===== src/rtl/adder_pkg.sv =====
// Shared types for the serial adder.
// State encoding of the chunk sequencer.
package adder_pkg;

  typedef enum logic {
    IDLE = 1'b0,
    RUN  = 1'b1
  } state_t;

endpackage


===== src/rtl/serial_adder_chunk.sv =====
// Combinational CHUNK-bit ripple adder.
// Also exposes the carry into its MSB for overflow detection.
module chunk_adder #(
  parameter int CHUNK = 4
) (
  input  logic [CHUNK-1:0] a,
  input  logic [CHUNK-1:0] b,
  input  logic             ci,
  output logic [CHUNK-1:0] s,
  output logic             co,
  output logic             cm
);

  logic [CHUNK:0] c;

  assign c[0] = ci;

  for (genvar i = 0; i < CHUNK; i++) begin : g_fa
    assign s[i]   = a[i] ^ b[i] ^ c[i];
    assign c[i+1] = (a[i] & b[i]) |
                    (c[i] & (a[i] ^ b[i]));
  end

  assign co = c[CHUNK];
  assign cm = c[CHUNK-1];

endmodule


===== src/rtl/serial_adder.sv =====
// Multi-cycle adder/subtractor, CHUNK bits per clock.
// Operands shift right as slices are consumed, LSB first.
module serial_adder
  import adder_pkg::*;
#(
  parameter int W     = 16,
  parameter int CHUNK = 4
) (
  input  logic         clk,
  input  logic         rst_n,
  input  logic         start,
  input  logic         sub,
  input  logic [W-1:0] a,
  input  logic [W-1:0] b,
  input  logic         cin,
  output logic         busy,
  output logic         done,
  output logic [W-1:0] sum,
  output logic         cout,
  output logic         ovf
);

  localparam int N  = W / CHUNK;
  localparam int CW = (N > 1) ? $clog2(N) : 1;

  state_t           state, state_n;
  logic [CW-1:0]    cnt;
  logic [W-1:0]     ar, br, acc, acc_n;
  logic             carry;
  logic [CHUNK-1:0] cs;
  logic             cco, ccm;
  logic             accept, last;

  chunk_adder #(
    .CHUNK(CHUNK)
  ) u_chunk (
    .a (ar[CHUNK-1:0]),
    .b (br[CHUNK-1:0]),
    .ci(carry),
    .s (cs),
    .co(cco),
    .cm(ccm)
  );

  assign busy   = (state == RUN);
  assign accept = !busy && start;
  assign last   = busy && (cnt == CW'(N - 1));
  // New slice enters at the top; after N slices acc holds the full result.
  assign acc_n  = W'({cs, acc} >> CHUNK);

  always_comb begin
    state_n = state;
    unique case (state)
      IDLE:    if (start) state_n = RUN;
      RUN:     if (last)  state_n = IDLE;
      default: state_n = IDLE;
    endcase
  end

  always_ff @(posedge clk or negedge rst_n) begin
    if (!rst_n) state <= IDLE;
    else        state <= state_n;
  end

  always_ff @(posedge clk or negedge rst_n) begin
    if (!rst_n) begin
      cnt   <= '0;
      ar    <= '0;
      br    <= '0;
      acc   <= '0;
      carry <= 1'b0;
      done  <= 1'b0;
      sum   <= '0;
      cout  <= 1'b0;
      ovf   <= 1'b0;
    end else begin
      done <= last;
      if (accept) begin
        ar    <= a;
        br    <= sub ? ~b : b;
        carry <= sub | cin;
        cnt   <= '0;
      end else if (busy) begin
        ar    <= ar >> CHUNK;
        br    <= br >> CHUNK;
        carry <= cco;
        acc   <= acc_n;
        cnt   <= cnt + CW'(1);
        if (last) begin
          cnt  <= '0;
          sum  <= acc_n;
          cout <= cco;
          ovf  <= ccm ^ cco;
        end
      end
    end
  end

endmodule


===== config.mk =====
export PLATFORM = sky130hd
export DESIGN_NAME = serial_adder
export DESIGN_NICKNAME = d
export VERILOG_FILES = /design/src/rtl/adder_pkg.sv /design/src/rtl/serial_adder_chunk.sv /design/src/rtl/serial_adder.sv
export SDC_FILE = /design/constraint.sdc
export NUM_CORES = 1
export LEC_CHECK = 0
export CORE_MARGIN = 5
export CORE_UTILIZATION = 54
export CTS_BUF_LIST = sky130_fd_sc_hd__clkbuf_4 sky130_fd_sc_hd__clkbuf_8
export DETAILED_ROUTE_END_ITERATION = 8
export GPL_TIMING_DRIVEN = 0
export PLACE_DENSITY = 0.86
export SLEW_MARGIN = 10
export SYNTH_ARGS = -nofsm -noshare
export SYNTH_HDL_FRONTEND = slang
export SYNTH_SLANG_ARGS = --single-unit

===== constraint.sdc =====
create_clock -name clk -period 2.3 [get_ports clk]
set_input_delay 0.575 -clock clk [delete_from_list [all_inputs] [get_ports clk]]
set_output_delay 0.575 -clock clk [all_outputs]
set_load 0.02 [all_outputs]

==> qor.csv <==
metric;value;unit
status;complete, no violations;
path_class;reg2reg;
hold_buffers;0;
grt-ovfl-total;0;
internal_power;3.14;mW
fin_cells;386;
port_buffers;55;
first_pass_iters;4;
cts_tree;built;
rows;27;
grt_max_degree;68;
gr-usage-met1;22.3;%
p_leak;1.82;nW
area_growth_syn_to_layout;26.6;%
min_path_type;in2async;
arrival;2.40;ns
met2_usage;28.2;%
drive_above_1_share;21.3;%
grt_pass1_vias;2104;
synth-edff-count;0;
slew_headroom;45.1;%
syn_nets;286;
drt_iter0_drc;69;
clock_power_share;20.3;%
fin_util;70.9;%
cp.required;2.52;ns
ys_seq_area_share;53.7;%
clk_pin_slew;0.07;ns
die-height;86.0;µm
clock-sinks;67;
crit_start;ar[0]$_DFFE_PN0P_;
cts_resized;0;
total_power;4.63;mW
nets;352;
yosys.area.top_type;dfrtp_1;
cts_setup_buffers;0;
dieArea;7400;µm²
startpoint_type;flip-flop;
maxSlewViolCount;0;
synthDistinctLibCells;34;
fin_skew;0.0101;ns
dieWidth;86.0;µm
finalHoldViolations;0;
setup_viol;0;
power_frac_seq;40.9;%
cts_max_level;3;
cts_made_buffers;9;
period_minus_slack;2.18;ns
vias_per_cell;5.17;
tightest_slew;0.824;ns
place_inst;371;
cts_buffer_depth;2;
wl_per_cell;14.9;µm
vias;1997;
wirelength;5750;µm
cp-end-kind;flip-flop;
rsz0062_at_grt;true;
synth.top_cell.area_share;53.7;%
synth_area_per_cell;12.8;µm²
postRouteAntennaNets;0;
combPwrFrac;38.8;%
crit_path_max_fanout;3;
n_antenna_cell;0;
grt_pass1_wl;9910;µm
clockRootBuffer;clkbuf_8;
power_switching;1.49;mW
syn_area;3120;µm²
p_per_area;1170;nW/µm²
ys_seq_elements;67;
grt_busiest_layer;met2;
dp_slack;0.0385;ns
io_pins;57;
drc;0;
synthFlopType;dfrtp_1;
async_flop_share;100;%
synth_area_leaders;dfrtp_1 54%, mux2_2 6.9%, mux2i_1 6.1%;
core-area;5570;µm²
use_met3;3.36;%
globalplace.congestion;0.783;
drv_cap;0;
synth_common_cells;67 x dfrtp_1, 20 x nand2_1, 19 x mux2_2, 19 x mux2i_1, 14 x o21ai_0;
fin_setup_tns;0;ns
ys_warn_count;0;
grt_use_total;17.2;%
clock_latency;0.33;ns
layout_setup_ws;0.117;ns
initial_utilization;56.0;%
dp_hpwl;4130;µm
worstReg2RegStart;ar[0]$_DFFE_PN0P_;
max_freq;458;MHz
synthCells;244;
swShare;32.2;%
antenna_found_initial;0;
yosysMostFrequentCell;dfrtp_1;
ir_drop;0.000641;V
post-route-period-util;94.9;%
[power groups by stage]
stage | logic, mW | clock network [mW] | registers (mW)
2_1_floorplan | 1.04 | 0 | 2.04
5_1_grt | 1.98 | 1.00 | 1.97
3_5_place_dp | 1.81 | 0 | 1.92
4_1_cts | 1.82 | 0.951 | 1.90
3_3_place_gp | 1.75 | 0 | 1.90
6_report | 1.80 | 0.941 | 1.90
[metal layers]
metal  vias to the layer above  wire, µm
met4                         0        70
li1                        965         -
met5                         -         0
met2                        56      2810
met3                         9       363
met1                       967      2500
[per-stage QoR]
| step | hold slack [ns] | cell area (µm²) |
|---|---|---|
| floorplan | 0.279 | 3120 |
| finish | 0.335 | 3950 |
| global route | 0.418 | 3950 |
| detailed placement | 0.464 | 3760 |
| CTS | 0.362 | 3950 |
| global placement | 0.451 | 3760 |
[logic make-up after synthesis]
| family | count (synthesis) | synth area share [%] |
|---|---|---|
| compound gates | 35 | 8.66 |
| xor+xnor | 17 | 4.77 |
| fa+ha+maj | 5 | 2.97 |
| buf+inv | 28 | 5.85 |
| flops | 67 | 53.7 |
| mux | 44 | 15.8 |
| simple gates | 48 | 8.22 |
[critical path, cell delays in order, from the launching register on]
cell and delay [ns]:
dfrtp_1 0.41, fa_1 0.42, inv_1 0.08, fa_1 0.15
inv_1 0.05, fa_2 0.36, inv_2 0.07, fa_2 0.23
xnor2_1 0.07, mux2_2 0.25
[sequential cells by signal (all words and copies together), names as in the netlist]
signal	count
cout	1
ar	16
sum	16
carry	1
cnt	2
br	16
busy	1
done	1
ovf	1
acc	12
[final cells by class]
cell class	instances	area, µm²
Sequential cell	67	1680
Buffer	16	138
Clock buffer	12	146
Inverter	12	45.0
Fill cell	381	1620
Tap cell	72	90.1
Timing Repair Buffer	55	548
Clock inverter	3	40.0
Multi-Input combinational cell	149	1270
[layout by cell type (no fill, tap or decap), types with 3 or more instances in the layout]
cell	count
buf_2	5
nand2_1	20
dfrtp_1	67
xor2_1	4
a211oi_1	3
o211ai_2	6
clkdlybuf4s50_1	54
or3b_1	9
a221o_1	4
buf_6	7
clkbuf_8	9
nand2b_1	3
buf_4	3
and2_0	3
o21ai_0	13
mux2_4	6
inv_1	11
mux2i_1	19
mux2_2	19
clkbuf_4	3
nor2_1	9
xnor2_1	13
[worst paths after layout]
| kind | slack, ns | endpoint | cells after the start |
|---|---|---|---|
| hold reg to reg | 0.48 | br[11]$_DFFE_PN0P_ | 2 |
| setup / recovery | 0.12 | ovf$_DFFE_PN0P_ | 9 |
| hold / removal | 0.34 | sum[7]$_DFFE_PN0P_ | 1 |
| setup reg to reg | 0.12 | ovf$_DFFE_PN0P_ | 9 |
| min in group clk | 0.48 | br[11]$_DFFE_PN0P_ | 2 |
| max in group asynchronous | 1.43 | sum[14]$_DFFE_PN0P_ | 1 |
Note: power is estimated with default switching activity, not from simulation.
